[src/rtl/cr_irq_sequencer.sv]
// cr_irq_sequencer
// Write-side controller for the 8-bit control register (CR). It merges software
// CR writes and ALU carry updates into the CR's single write port. It also
// sequences interrupt entry: save the CR into a shadow copy, then clear the
// paging and irq-enable bits. On return-from-interrupt it restores the CR from
// that shadow.
//
// Ports
//   clk         system clock, all state updates on posedge
//   reset       asynchronous active-low reset
//   cr_in       current CR value
//   irq_req     level interrupt request
//   reti        one-cycle return-from-interrupt pulse
//   sw_we       software write request, held by the requester until accepted
//   sw_mask     per-bit mask for the software write
//   sw_data     data for the software write
//   carry_we    one-cycle carry update from the ALU
//   carry_in    new carry value
//   cr_we_mask  per-bit CR write enable (registered)
//   cr_wdata    CR write data (registered)
//   cr_ce       CR write strobe (registered)
//   irq_ack     one-cycle pulse when interrupt entry is committed (registered)
//   in_isr      high while an interrupt is being serviced (registered)
//   busy        combinational, high when sw_we cannot be accepted this cycle
//   shadow      saved CR value (registered)
//
// state      | meaning
// -----------+---------------------------------------------------------------
// ST_IDLE    | normal operation, passthrough writes, watch for irq
// ST_SAVE    | capture CR into shadow, software writes stalled
// ST_ENTER   | clear paging/irq-enable bits, pulse irq_ack
// ST_ISR     | servicing, passthrough writes, irq ignored, wait for reti
// ST_RESTORE | write shadow back into CR, leave the ISR

module cr_irq_sequencer #(
   parameter logic [7:0]  ENTRY_CLR_MASK = 8'h0C,
   parameter int unsigned IRQ_EN_BIT     = 3,
   parameter int unsigned CARRY_BIT      = 1
) (
   input  logic       clk,
   input  logic       reset,
   input  logic [7:0] cr_in,
   input  logic       irq_req,
   input  logic       reti,
   input  logic       sw_we,
   input  logic [7:0] sw_mask,
   input  logic [7:0] sw_data,
   input  logic       carry_we,
   input  logic       carry_in,
   output logic [7:0] cr_we_mask,
   output logic [7:0] cr_wdata,
   output logic       cr_ce,
   output logic       irq_ack,
   output logic       in_isr,
   output logic       busy,
   output logic [7:0] shadow
);

   localparam logic [7:0] CARRY_MASK  = 8'(1 << CARRY_BIT);
   localparam logic [7:0] IRQ_EN_MASK = 8'(1 << IRQ_EN_BIT);
   // MODE (bit 0) is read-only from this block's point of view.
   localparam logic [7:0] WRITABLE    = 8'hFE;

   typedef enum logic [2:0] {
      ST_IDLE,
      ST_SAVE,
      ST_ENTER,
      ST_ISR,
      ST_RESTORE
   } state_t;

   state_t     state, state_nxt;
   logic [7:0] mask_nxt, data_nxt, shadow_nxt;
   logic       ce_nxt, ack_nxt, in_isr_nxt;

   logic [7:0] pt_mask, pt_data;
   logic       pt_ce;
   logic [7:0] c_mask, c_data;

   // Software write merged with a carry update. When the software mask already
   // covers the carry bit, the software value wins and the carry is dropped.
   always_comb begin
      pt_mask = 8'h00;
      pt_data = 8'h00;
      if (sw_we) begin
         pt_mask = sw_mask;
         pt_data = sw_data;
      end
      if (carry_we && !(sw_we && ((sw_mask & CARRY_MASK) != 8'h00))) begin
         pt_mask = pt_mask | CARRY_MASK;
         pt_data = carry_in ? (pt_data | CARRY_MASK) : (pt_data & ~CARRY_MASK);
      end
      pt_ce = sw_we | carry_we;
   end

   // Carry-only contribution, used while software writes are stalled.
   always_comb begin
      c_mask = carry_we ? CARRY_MASK : 8'h00;
      c_data = (carry_we && carry_in) ? CARRY_MASK : 8'h00;
   end

   always_comb begin
      state_nxt  = state;
      mask_nxt   = 8'h00;
      data_nxt   = 8'h00;
      ce_nxt     = 1'b0;
      ack_nxt    = 1'b0;
      in_isr_nxt = in_isr;
      shadow_nxt = shadow;
      busy       = 1'b0;
      unique case (state)
         ST_IDLE: begin
            mask_nxt = pt_mask;
            data_nxt = pt_data;
            ce_nxt   = pt_ce;
            if (irq_req && ((cr_in & IRQ_EN_MASK) != 8'h00)) begin
               state_nxt = ST_SAVE;
            end
         end
         ST_SAVE: begin
            // Any write issued on entry to this state has landed by now.
            busy       = 1'b1;
            mask_nxt   = c_mask;
            data_nxt   = c_data;
            ce_nxt     = carry_we;
            shadow_nxt = cr_in;
            state_nxt  = ST_ENTER;
         end
         ST_ENTER: begin
            busy       = 1'b1;
            mask_nxt   = ENTRY_CLR_MASK | c_mask;
            data_nxt   = c_data;
            ce_nxt     = 1'b1;
            ack_nxt    = 1'b1;
            in_isr_nxt = 1'b1;
            state_nxt  = ST_ISR;
         end
         ST_ISR: begin
            if (reti) begin
               busy      = 1'b1;
               state_nxt = ST_RESTORE;
            end else begin
               mask_nxt = pt_mask;
               data_nxt = pt_data;
               ce_nxt   = pt_ce;
            end
         end
         ST_RESTORE: begin
            // Carry updates are dropped here; the pre-interrupt carry comes back.
            busy       = 1'b1;
            mask_nxt   = WRITABLE;
            data_nxt   = shadow;
            ce_nxt     = 1'b1;
            in_isr_nxt = 1'b0;
            state_nxt  = ST_IDLE;
         end
         default: begin
            state_nxt = ST_IDLE;
         end
      endcase
   end

   always_ff @(posedge clk or negedge reset) begin
      if (!reset) begin
         state      <= ST_IDLE;
         cr_we_mask <= 8'h00;
         cr_wdata   <= 8'h00;
         cr_ce      <= 1'b0;
         irq_ack    <= 1'b0;
         in_isr     <= 1'b0;
         shadow     <= 8'h00;
      end else begin
         state      <= state_nxt;
         cr_we_mask <= mask_nxt & WRITABLE;
         cr_wdata   <= data_nxt;
         cr_ce      <= ce_nxt;
         irq_ack    <= ack_nxt;
         in_isr     <= in_isr_nxt;
         shadow     <= shadow_nxt;
      end
   end

endmodule

[config.mk]
export PLATFORM = sky130hd
export DESIGN_NAME = cr_irq_sequencer
export DESIGN_NICKNAME = d
export VERILOG_FILES = /design/src/rtl/cr_irq_sequencer.sv
export SDC_FILE = /design/constraint.sdc
export NUM_CORES = 1
export LEC_CHECK = 0
export CAP_MARGIN = 20
export CORE_MARGIN = 1
export CORE_UTILIZATION = 30
export DETAILED_ROUTE_END_ITERATION = 12
export SYNTH_ARGS = -nofsm -noshare
export SYNTH_HDL_FRONTEND = slang
export SYNTH_SLANG_ARGS = --single-unit
[constraint.sdc]
create_clock -name clk -period 1.3 [get_ports clk]
set_input_delay 0.39 -clock clk [delete_from_list [all_inputs] [get_ports clk]]
set_output_delay 0.39 -clock clk [all_outputs]
set_load 0.05 [all_outputs]
==> flow_metrics.tcl, run 1 <==
set metrics [dict create \
    status "complete, but fails checks" \
    violations "setup timing" \
    drive_above_1_share 0.454 \
    netlist_top_cells_area "dfrtp_1, mux2_2, a22o_1" \
    clock_latency_ns 0.27 \
    internal_power_mw 4.02 \
    grt_pass1_wl_um 5710 \
    core-area_um2 4060 \
    crit_arrival_ns 1.33 \
    switching_share 0.425 \
    overflow 0 \
    cts_num_sinks 29 \
    synth_area_leader_cell "dfrtp_1" \
    post-dp-hpwl_um 2730 \
    drc_errors 0 \
    layout_commonest_cell "buf_12" \
    switching_power_mw 2.97 \
    syn_inst 116 \
    synth_warnings 0 \
    syn2layout_area_growth_pct 102 \
    critPathLaunchType "flip-flop" \
    leakagePower_nw 1.18 \
    postCtsHoldBufs 0 \
    h-tree-depth 2 \
    clock.fmax_mhz 581 \
    power_frac_comb 0.668 \
    rsz0062_at_grt "yes" \
    ys_seq_area_frac 0.561 \
    end_kind "primary output" \
    start_util 0.319 \
    grt_usage 0.175 \
    synth_top_family_by_area "compound AO/OA/AOI/OAI gates" \
    first_global_vias 1250 \
    cpLargestDelayFamily "simple AND/OR/NAND/NOR gates" \
    n_antenna_cell 0 \
    synth_seq_cells 29 \
    final_cell_mix "buf_12, dfrtp_1, clkdlybuf4s50_1" \
    r2r_start "state[2]" \
    vias 1197 \
    cp_cell_sequence "or3_4 -> nand2_4 -> a21oi_4 -> buf_12" \
    max-vdd-ir-drop_mv 1.13 \
    cts_tree "built" \
    wl_met1_um 1510 \
    syn_nets 147 \
    instances_no_fill 246 \
    cts_buffers 5 \
    num-fill-cells 299 \
    holdCritPathClass "primary input to async pin" \
    drtIter0Drc 19 \
    place_congestion 0.827 \
    grt_max_degree 30 \
    wl_met2_um 1930 \
    cp_slowest_cell "or3_4" \
    post-route-period-util 1.32 \
    multi_input_area_um2 651 \
    highest_layer "met4" \
    finalClockSkew_ns 0.00422 \
    synthDominantCellAreaShare 0.561 \
    crit_type "flip-flop to primary output" \
    cp_data_required_time_ns 0.91 \
    final.setup.worst_slack_ns -0.422 \
    clockPowerShare 0.096 \
    holdWs_ns 0.485 \
    antenna_found_initial 0 \
    syn-cell-area_um2 1290 \
    routedWlPerCell_um 15.1 \
    cts-root-buf "clkbuf_8" \
    place.port_buffers 56 \
    muxShareOfSynthArea 0.0697 \
    die_y_um 67.6 \
    wl_um 3710 \
    path_max_fanout 2 \
    finalSetupViolCount 19 \
    clkSlewWorstSetupHoldPaths_ns 0.06 \
    regArea_um2 728 \
    yosys.area_share.adder 0 \
    cpPeakStageDelay_ns 0.42 \
    synth_simple_gate_area_frac 0.119 \
    hold_viol_final 0 \
    ant_nets 0 \
    p_per_area_nw_per_um2 2680 \
    min_period_ns 1.72 \
    rrSetupSlack_ns -0.24 \
    placed_cells 236 \
    seqPwrFrac 0.236 \
    pin_count 59 \
    final_nets 226 \
    ys_types 34 \
    timing.rr.end "cr_wdata[7]" \
    r2r_cells 5 \
    synth_xor_area_frac 0 \
    clk_path_buf_depth 2 \
    slew_violations 0 \
    fp.dieArea_um2 4570 \
    cap_violations 0 \
    dieWidth_um 67.6 \
    core.rowCount 23 \
    syn_avg_cell_area_um2 11.1 \
    synth_compound_area_frac 0.204 \
    crit_buf_inv 1 \
    dr.pass1.iters 4 \
    viasPerCell 4.87 \
    wl_met3_um 151 \
]
flip-flops by register name (all words and copies together), names as in the netlist:
signal	count
cr_wdata	8
shadow	8
cr_we_mask	7
state	3
cr_ce	1
in_isr	1
irq_ack	1
synth_stat cells:
cell type  count
a211o_1        1
a21boi_4       1
a21oi_1       11
a22o_1         7
a31oi_1        2
a32o_1         1
and2_1         1
buf_1          1
buf_2          2
buf_4          1
clkbuf_1       4
conb_1         1
dfrtp_1       29
inv_1          4
inv_2          1
mux2_2         8
nand2_1       12
nand2b_1       2
nand3_1        1
nand3b_1       1
nand4b_1       1
nand4bb_1      1
nor2_1         4
nor3_4         1
nor3b_1        1
nor4_1         1
o211a_1        1
o21ai_0        4
o21ba_2        1
o22ai_1        5
o2bb2ai_1      1
o32ai_1        2
or2_1          1
or3_1          1
power by group through the flow:
stage | clock [mW] | sequential (mW) | combinational, mW
global placement | 0 | 1.63 | 4.21
finish | 0.672 | 1.65 | 4.66
floorplan | 0 | 2.57 | 1.12
global route | 0.746 | 1.68 | 4.87
CTS | 0.698 | 1.63 | 4.34
detailed placement | 0 | 1.65 | 4.26
final cells by class:
| cell class | instances | area share |
|---|---|---|
| Timing Repair Buffer | 80 | 0.407 |
| Multi-Input combinational cell | 74 | 0.249 |
| Tap cell | 50 | 0.0240 |
| Inverter | 5 | 0.00911 |
| Clock buffer | 6 | 0.0278 |
| Sequential cell | 29 | 0.279 |
| Clock inverter | 2 | 0.00384 |
metrics by stage:
step | instance area (um2) | TNS, ns | worst slack (ns) | total power [mW] | util
after floorplan | 1340 | -0.0813 | -0.0772 | 3.69 | -
after global placement | 2370 | -6.05 | -0.373 | 5.84 | 0.584
after detailed placement | 2370 | -6.76 | -0.386 | 5.91 | 0.584
after CTS | 2480 | -1.79 | -0.422 | 6.68 | 0.612
after global routing | 2610 | -3.52 | -0.450 | 7.30 | 0.643
final | 2610 | -2.58 | -0.422 | 6.98 | 0.643
worst reg2reg max path, cell delays in order (launching register included):
cell and delay (ns):
dfrtp_1 0.38, or3_4 0.42, buf_4 0.15, buf_6 0.11, a21boi_4 0.25, a22o_1 0.17
cells by family (layout without fill, tap and decap cells):
kind of cell | Yosys count | in the layout
other | 1 | 1
AOI/OAI and AO/OA | 37 | 37
and+or+nand+nor | 28 | 28
buffers and inverters | 13 | 93
muxes | 8 | 8
DFF | 29 | 29
repair_timing:
action,CTS,global route
setup endpoints to repair,23,27
setup buffers,0,2
pin swaps,8,6
resized for setup,8,27
layer usage:
layer / global-route usage / vias to the layer above
met5: 0 / -
met4: 0.0931 / 0
met2: 0.302 / 34
met1: 0.194 / 573
met3: 0.0456 / 10
li1: - / 580
worst max-delay path by stage:
| stage | from | endpoint | slack (ns) | cells after the start |
|---|---|---|---|---|
| global placement | reti | busy | -0.37 | 4 |
| finish | state[2] | busy | -0.42 | 4 |
| CTS | state[0] | busy | -0.42 | 4 |
| global route | state[2] | busy | -0.45 | 4 |
| detailed placement | reti | cr_wdata[4] | -0.39 | 4 |
| floorplan | state[0] | busy | -0.08 | 4 |
Note: power is estimated with default switching activity, not from simulation.
==> inputs of run 2 (changes only) <==
Settings changed: GPL_TIMING_DRIVEN set to 0.
==> run 2 against run 1 <==
Net effect: the flow still finishes with violations (setup timing); setup slack worse by 0.031 ns; non-clock buffer count down 8; clock skew up 0.0013 ns; sequential power down 9.7%; fmax down 1.8%; routed wire length down 3.1%; cell area down 18%; highest routed layer unchanged.
==> flow_metrics.tcl, run 2 (synthesis gave the netlist of run 1 again) <==
set metrics [dict create \
    holdCritPathClass "primary input to flip-flop" \
    seqPwrFrac 0.252 \
    syn2layout_area_growth_pct 66.4 \
    drive_above_1_share 0.390 \
    cts_num_sinks 29 \
    layout_commonest_cell "dfrtp_1" \
    ant_nets 0 \
    h-tree-depth 2 \
    cp_data_required_time_ns 0.91 \
    instances_no_fill 237 \
    clk_path_buf_depth 2 \
    leakagePower_nw 1.02 \
    reg_top3 "cr_wdata x8, shadow x8, cr_we_mask x7" \
    dr.pass1.iters 4 \
    internal_power_mw 3.20 \
    cts_tree "built" \
    final.setup.worst_slack_ns -0.453 \
    crit_type "flip-flop to primary output" \
    status "complete, but fails checks" \
    drc_errors 0 \
    highest_layer "met4" \
    max-vdd-ir-drop_mv 0.976 \
    drtIter0Drc 66 \
    path_max_fanout 4 \
    cap_violations 0 \
    post-route-period-util 1.35 \
    clock_latency_ns 0.28 \
    power_mw 5.93 \
    critPathLaunchType "flip-flop" \
    rsz0062_at_grt "yes" \
    placed_cells 222 \
    max_slew.worst_pin.slew_ns 0.706 \
    final_cell_mix "dfrtp_1, clkdlybuf4s50_1, buf_2" \
    final_nets 218 \
    slew_headroom 0.528 \
    place_congestion 0.794 \
    finalSetupViolCount 18 \
    clkSlewWorstSetupHoldPaths_ns 0.06 \
    start_util 0.319 \
    routedWlPerCell_um 15.2 \
    cpLargestDelayFamily "simple AND/OR/NAND/NOR gates" \
    pin_count 59 \
    final_util 0.530 \
    clock.fmax_mhz 570 \
    n_antenna_cell 0 \
    core-area_um2 4060 \
    dp_worst_setup_slack_ns -1.07 \
    fp.dieArea_um2 4570 \
    clockPowerShare 0.147 \
    cts_buffers 5 \
    wl_met1_um 1490 \
    slew_violations 0 \
    switching_share 0.461 \
    hold_viol_final 0 \
    p_per_area_nw_per_um2 2760 \
    place.port_buffers 55 \
    tns_ns -3.15 \
    overflow 0 \
    min_period_ns 1.75 \
    wl_met2_um 1840 \
    wl_um 3600 \
    end_kind "primary output" \
    cp_slowest_cell "dfrtp_2" \
    post-dp-hpwl_um 2650 \
    viasPerCell 4.86 \
    cpPeakStageDelay_ns 0.43 \
    first_global_vias 1157 \
    grt_pass1_wl_um 5690 \
    wl_met3_um 207 \
    crit_buf_inv 1 \
    crit_arrival_ns 1.36 \
    switching_power_mw 2.73 \
    grt_max_degree 17 \
    postCtsHoldBufs 0 \
    cp_cell_sequence "or3_4 -> nand2_4 -> a21oi_4 -> buf_6" \
    power_frac_comb 0.601 \
    vias 1152 \
    core.rowCount 23 \
    finalClockSkew_ns 0.00555 \
    cts-root-buf "clkbuf_8" \
    antenna_found_initial 0 \
    violations "setup timing" \
    die_y_um 67.6 \
    grt_usage 0.174 \
    dieWidth_um 67.6 \
]
## run 2: cell types whose count changed in the layout (fill, tap and decap cells not counted), sizes merged
cell,previous run,this run
dlymetal6s2s,2,0
buf,51,40
dlygate4sd2,2,3
bufinv,0,1
clkbuf,6,9
clkinv,2,1
## run 2: timing repair
| item | 4_1_cts | 5_1_grt |
|---|---|---|
| pin swaps | 12 | 7 |
| cloned | 0 | 0 |
| setup buffers | 4 | 5 |
| resized for setup | 167 | 9 |
| endpoints found under the setup margin | 51 | 30 |
## run 2: worst paths after layout
path	startpoint	endpoint	slack, ns	depth (start not counted)
worst max-delay path	state[0]	busy	-0.45	4
worst min-delay path	sw_mask[1]	cr_we_mask[1]	0.53	2
worst max register to register	state[0]	cr_wdata[3]	-0.27	5
worst min register to register	in_isr	in_isr	0.53	2
max in group asynchronous	reset	state[0]	0.23	2
min in group asynchronous	reset	cr_we_mask[4]	0.54	1
## run 2: area by class of cell
| type | instances | area (um2) |
|---|---|---|
| clock buffer | 5 | 68.8 |
| clock inverter | 2 | 35.0 |
| multi-input combinational | 74 | 611 |
| tap | 50 | 62.6 |
| buffer | 7 | 50.0 |
| inverter | 5 | 21.3 |
| timing repair buffer | 65 | 574 |
| sequential | 29 | 728 |
| fill | 350 | 1910 |
## run 2: layer usage
metal / vias to the layer above / global-route usage
met4: 0 / 0.0824
met1: 543 / 0.215
li1: 555 / -
met2: 50 / 0.285
met3: 4 / 0.0405
met5: - / 0
## run 2: stage by stage
step,cell area (um2),hold WS [ns]
floorplan,1340,0.0944
global placement,1950,0.520
detailed placement,1980,0.523
CTS,2090,0.498
global route,2150,0.521
finish,2150,0.527
## run 2: power groups by stage
stage          Sequential (mW)  Combinational (mW)  Clock [mW]
2_1_floorplan             2.57                1.12           0
3_3_place_gp              1.48                3.20           0
3_5_place_dp              1.50                3.23           0
4_1_cts                   1.49                3.37       0.892
5_1_grt                   1.53                3.74       0.946
6_report                  1.49                3.57       0.874
==> variant 1 (flow settings as in run 2) <==
Re-encode `state_t` (5 states) as one-hot, 5 bits wide.
--- a/src/rtl/cr_irq_sequencer.sv
+++ b/src/rtl/cr_irq_sequencer.sv
@@ -61,12 +61,12 @@
    // MODE (bit 0) is read-only from this block's point of view.
    localparam logic [7:0] WRITABLE    = 8'hFE;
 
-   typedef enum logic [2:0] {
-      ST_IDLE,
-      ST_SAVE,
-      ST_ENTER,
-      ST_ISR,
-      ST_RESTORE
+   typedef enum logic [4:0] {
+      ST_IDLE    = 5'b00001,
+      ST_SAVE    = 5'b00010,
+      ST_ENTER   = 5'b00100,
+      ST_ISR     = 5'b01000,
+      ST_RESTORE = 5'b10000
    } state_t;
 
    state_t     state, state_nxt;
Behaviour: same outputs for any inputs over 10 cycles, from zero or initial values and one cycle with reset low; not proved beyond that.
==> variant 1 against run 2 <==
- area after synthesis is 7.6% higher
- utilization is 0.29 points lower
- routed wire length is 16% higher
- non-clock buffer count is 13 higher
- the flow still finishes with violations (negative setup slack)
- highest routed layer unchanged
- final area is 8.2% higher
- global-route usage is 0.23 points higher
- first-iteration DRC count is 36% lower
- clock skew hardly changed
- sequential cell count is 2 higher
- setup slack worse by 0.24 ns
Power is not compared: it rests on default switching activity, and its combinational part moved more than twofold at a synthesized area within 25%.
==> variant 1: results (changes against run 2) <==
| Metric | Value |
|---|---|
| Status | `complete, but fails checks` |
| Failing checks | `negative setup slack` |
| Sum Neg Setup Slack | `-11.59 ns (-8.44 ns)` |
| Met3 Use GR | `0.0563 (+0.0157)` |
| Global-route wire length before repair | `6520 um (+15%)` |
| Slowest cell on crit path | `dfstp_2` |
| DP Wirelength | `2620 um (-1.2%)` |
| Worst min path class | `reg2reg` |
| DR WL/cell | `16.5 um (+8.6%)` |
| GRT Total Usage | `0.177 (+0.00227)` |
| Largest net degree at the start of global routing | `20 (+3)` |
| Avg Cell Area, Syn | `11.7 um^2 (+4.9%)` |
| Worst-path fanout max | `2 (-2)` |
| DR vias | `1216 (+5.6%)` |
| Post-synth top cells | `dfrtp_1 (30), nand2_1 (14), mux2_2 (8)` |
| Vias in the first global route | `1301 (+12%)` |
| Synth Net Count | `150 (+2.0%)` |
| CP max stage delay | `0.37 ns (-0.06 ns)` |
| M1 GR Usage | `0.205 (-0.00991)` |
| Share of layout cells above drive strength 1 | `0.446 (+0.0552)` |
| Number of synthesized register bits | `31 (+6.9%)` |
| Count of final setup violators | `26 (+8)` |
| Met2 usage | `0.299 (+0.0145)` |
| Die area | `4910 um^2 (+7.4%)` |
| Top-count cell post-synth | `dfrtp_1` |
| Fillers | `407 (+16%)` |
| Placement Setup Slack | `-1.69 ns (-0.613 ns)` |
| Detailed-route vias per instance | `4.79 (-1.5%)` |
| WP data arrival | `1.61 ns (+0.25 ns)` |
| Worst vdd ir | `just under 0.6 mV` |
| GPL Wtd Cong | `0.774 (-2.5%)` |
| Finished Core Util | `0.527 (-0.00285)` |
| Setup Skew | `0.00522 ns (-0.000333 ns)` |
| Fin worst setup slack | `-0.696 ns (-0.243 ns)` |
| Sequential fraction of the synthesis area | `0.558 (-0.00302)` |
| DR iter-0 viols | `42 (-36%)` |
| Dpl cell area | `2120 um^2 (+7.1%)` |
| Post-synthesis cell type count | `33 (-2.9%)` |
| Worst path top cell family by delay | `simple AND/OR/NAND/NOR gates` |
[variant 1: cell types whose count changed in the layout (fill, tap and decap cells not counted), moves of 3 or more]
| cell | run 2 | this run |
|---|---|---|
| buf_4 | 10 | 19 |
| clkdlybuf4s50_1 | 25 | 28 |
| nor3_2 | 0 | 4 |
| o22ai_1 | 5 | 0 |
| buf_6 | 9 | 16 |
| dfrtp_1 | 27 | 30 |
| a21oi_1 | 10 | 5 |
| a21o_1 | 0 | 3 |
| nand2_1 | 9 | 13 |
| buf_2 | 19 | 16 |
[variant 1: cells by family (layout without fill, tap and decap cells)]
| family | count (synthesis) | in the layout | synth area share |
|---|---|---|---|
| AND/OR/NAND/NOR | 35 | 35 | 0.151 |
| buffers and inverters | 15 | 98 | 0.0620 |
| AO/OA/AOI/OAI | 26 | 26 | 0.141 |
| other | 1 | 1 | 0.00270 |
| flip-flops | 31 | 31 | 0.558 |
| multiplexers | 9 | 9 | 0.0719 |
| XOR/XNOR | 2 | 2 | 0.0126 |
[variant 1: path summary, 6_finish.rpt]
| kind | from | depth (start not counted) | endpoint | slack, ns |
|---|---|---|---|---|
| min in group asynchronous | reset | 1 | cr_we_mask[6]$_DFF_PN0_ | 0.54 |
| max in group asynchronous | reset | 2 | state[0]$_DFFE_PN1P_ | 0.14 |
| worst min-delay path | shadow[5]$_DFFE_PN0P_ | 1 | cr_wdata[5]$_DFF_PN0_ | 0.53 |
| worst max-delay path | state[0]$_DFFE_PN1P_ | 5 | busy | -0.70 |
| worst min register to register | shadow[5]$_DFFE_PN0P_ | 1 | cr_wdata[5]$_DFF_PN0_ | 0.53 |
| worst max register to register | state[0]$_DFFE_PN1P_ | 10 | cr_we_mask[6]$_DFF_PN0_ | -0.58 |
[variant 1: report_power, final]
part           leakage [nW]  total, mW  internal, mW  switching, mW
Clock                0.0422      0.732         0.375          0.357
Combinational         0.681       1.56         0.627          0.930
Sequential            0.396       1.28          1.15          0.138
[variant 1: cell type report]
| class | count | share of cell area |
|---|---|---|
| sequential | 31 | 0.334 |
| timing repair buffer | 79 | 0.302 |
| multi-input combinational | 73 | 0.267 |
| clock buffer | 7 | 0.0328 |
| tap | 52 | 0.0280 |
| buffer | 6 | 0.0263 |
| inverter | 5 | 0.00806 |
| clock inverter | 1 | 0.00215 |
[variant 1: layer usage]
layer	wire (um)	share of wire
met1	1670	0.40
met2	2240	0.54
met5	0	0
met4	44	0.011
met3	233	0.056
[variant 1: what timing repair did]
| item | 4_1_cts | 5_1_grt |
|---|---|---|
| cloned | 1 | 0 |
| pin swaps | 4 | 13 |
| endpoints found under the setup margin | 55 | 37 |
| resized for setup | 161 | 27 |
| buffers inserted | 18 | 7 |
==> variant 2 (config.mk and constraints of run 2) <==
Made on the original files. Reset style: synchronous (`reset`), changed in one clocked block. Comments in the files are not updated.
--- a/src/rtl/cr_irq_sequencer.sv
+++ b/src/rtl/cr_irq_sequencer.sv
@@ -160,7 +160,7 @@
       endcase
    end
 
-   always_ff @(posedge clk or negedge reset) begin
+   always_ff @(posedge clk) begin
       if (!reset) begin
          state      <= ST_IDLE;
          cr_we_mask <= 8'h00;
Check against the original RTL: differs if reset is asserted again (counterexample within 4 cycles, from zero or initial values and one cycle with reset low); with reset held inactive, the same outputs for 10 cycles.
==> variant 2 against run 2 <==
- the flow still finishes with violations (negative setup slack)
- utilization is 2.0 points higher
- global-route usage is 2.0 points lower
- final area is 3.5% lower
- routed wire length is 4.7% lower
- critical path type unchanged
- clock skew is 0.0023 ns lower
- area after synthesis is 6.7% lower
- sequential cell count stayed put
- cell count is 6.8% higher
- die area is 6.5% lower
- hold slack worse by 0.049 ns
- setup slack better by 0.089 ns
- sequential share of layout area is 5.6 points lower
- register-to-register slack hardly changed
Power is not compared: it rests on default switching activity, and its combinational part moved more than twofold at a synthesized area within 25%.
==> variant 2: results (changes against run 2) <==
| Metric | Value |
|---|---|
| Status | `complete, but fails checks` |
| Failing checks | `negative setup slack` |
| Setup bufs post-CTS | `7 (+3)` |
| Global-route wire length before repair | `5020 um (-12%)` |
| Synth Net Count | `161 (+9.5%)` |
| Met2 usage | `0.246 (-0.0385)` |
| Sequential cell area share | `0.283 (-0.0559)` |
| Number of multi-input logic gates | `88 (+19%)` |
| Post_cts resized | `159 (-4.8%)` |
| Sequential fraction of the synthesis area | `0.481 (-0.0801)` |
| Ant diodes | `0 (unchanged)` |
| Num CTS Buffers | `5 (unchanged)` |
| Post-synth top flop | `dfxtp_1` |
| Placement Setup Slack | `-1.26 ns (-0.181 ns)` |
| Post-Synthesis Cells | `130 (+12%)` |
| GPL Wtd Cong | `0.792 (-0.31%)` |
| Post-synthesis async set-or-reset flop share | `0 (-1.00)` |
| Seq cells | `29 (unchanged)` |
| DR WL/cell | `13.5 um (-11%)` |
| Met3 Use GR | `0.0330 (-0.00755)` |
| DR vias | `1170 (+1.6%)` |
| M1 GR Usage | `0.198 (-0.0176)` |
| Multi-input combinational area share | `0.313 (+0.0296)` |
| Post-synthesis cell type count | `30 (-12%)` |
| GRT Total Usage | `0.155 (-0.0196)` |
| N_taps | `48 (-4.0%)` |
| WL met1 | `1460 um (-2.1%)` |
| Dpl cell area | `1840 um^2 (-7.0%)` |
| DP Wirelength | `2300 um (-13%)` |
| Worst-path fanout max | `6 (+2)` |
| CP max stage delay | `0.34 ns (-0.09 ns)` |
| Setup Skew | `0.00324 ns (-0.00231 ns)` |
| Warnings from Yosys | `0 (unchanged)` |
| Slowest cell on crit path | `dfxtp_4` |
| Count of final setup violators | `22 (+4)` |
| Finished Core Util | `0.550 (+0.0204)` |
| Top cells by area, synth | `dfxtp_1 (48%), a21oi_1 (6.6%), mux2i_1 (6.6%), nor2b_1 (5.2%), nor2_2 (4.1%)` |
| Fin worst setup slack | `-0.365 ns (+0.0888 ns)` |
| Post-synth top cells | `dfxtp_1 (29), a21oi_1 (16), nand2_1 (12)` |
| # clk buffers | `7 (+2)` |
| Final-layout non-clock buffer area share | `0.313 (+0.0232)` |
| Sum Neg Setup Slack | `-3.65 ns (-0.499 ns)` |
| Largest net degree at the start of global routing | `11 (-6)` |
| Combinational fraction of design power | `0.289` |
| Clock-cell share | `0.0561 (+0.00777)` |
| Invs w/o clock | `3 (-2)` |
| Post-synth EDFFs | `0 (unchanged)` |
| Met2 WL | `1740 um (-5.5%)` |
| Fillers | `336 (-4.0%)` |
| DR iter-0 viols | `31 (-53%)` |
| Worst min path class | `reg2reg` |
| Non-clock buffers | `77 (+6.9%)` |
| Share of layout cells above drive strength 1 | `0.424 (+0.0340)` |
| Detailed-route vias per instance | `4.62 (-4.9%)` |
| # nets final | `235 (+7.8%)` |
| Met3 WL | `160 um (-23%)` |
| Placed insts | `233 (+5.0%)` |
| WP data arrival | `1.27 ns (-0.09 ns)` |
| Vias in the first global route | `1058 (-8.6%)` |
## variant 2: kinds of logic after synthesis
group,after synthesis,synth area share
AOI/OAI and AO/OA,31,0.171
xor gates and xnor gates,1,0.00726
buffers and inverters,13,0.0664
DFF,29,0.481
muxes,8,0.0664
other,1,0.00311
and+or+nand+nor,47,0.204
## variant 2: worst paths after layout
path                                             from                      to  slack (ns)  cells after the start
worst max register to register  state[0]$_SDFFE_PN0P_  cr_wdata[2]$_SDFF_PN0_       -0.27                      8
worst min register to register    in_isr$_SDFFE_PN0P_     in_isr$_SDFFE_PN0P_        0.48                      2
worst max-delay path            state[0]$_SDFFE_PN0P_                    busy       -0.36                      5
worst min-delay path              in_isr$_SDFFE_PN0P_     in_isr$_SDFFE_PN0P_        0.48                      2
## variant 2: critical path: cells and delay by family, from the launching register on
family / cells / cell delay (ns)
AND/OR/NAND/NOR: 1 / 0.16
buffers and inverters: 2 / 0.29
flip-flops: 1 / 0.34
AO/OA/AOI/OAI: 2 / 0.21
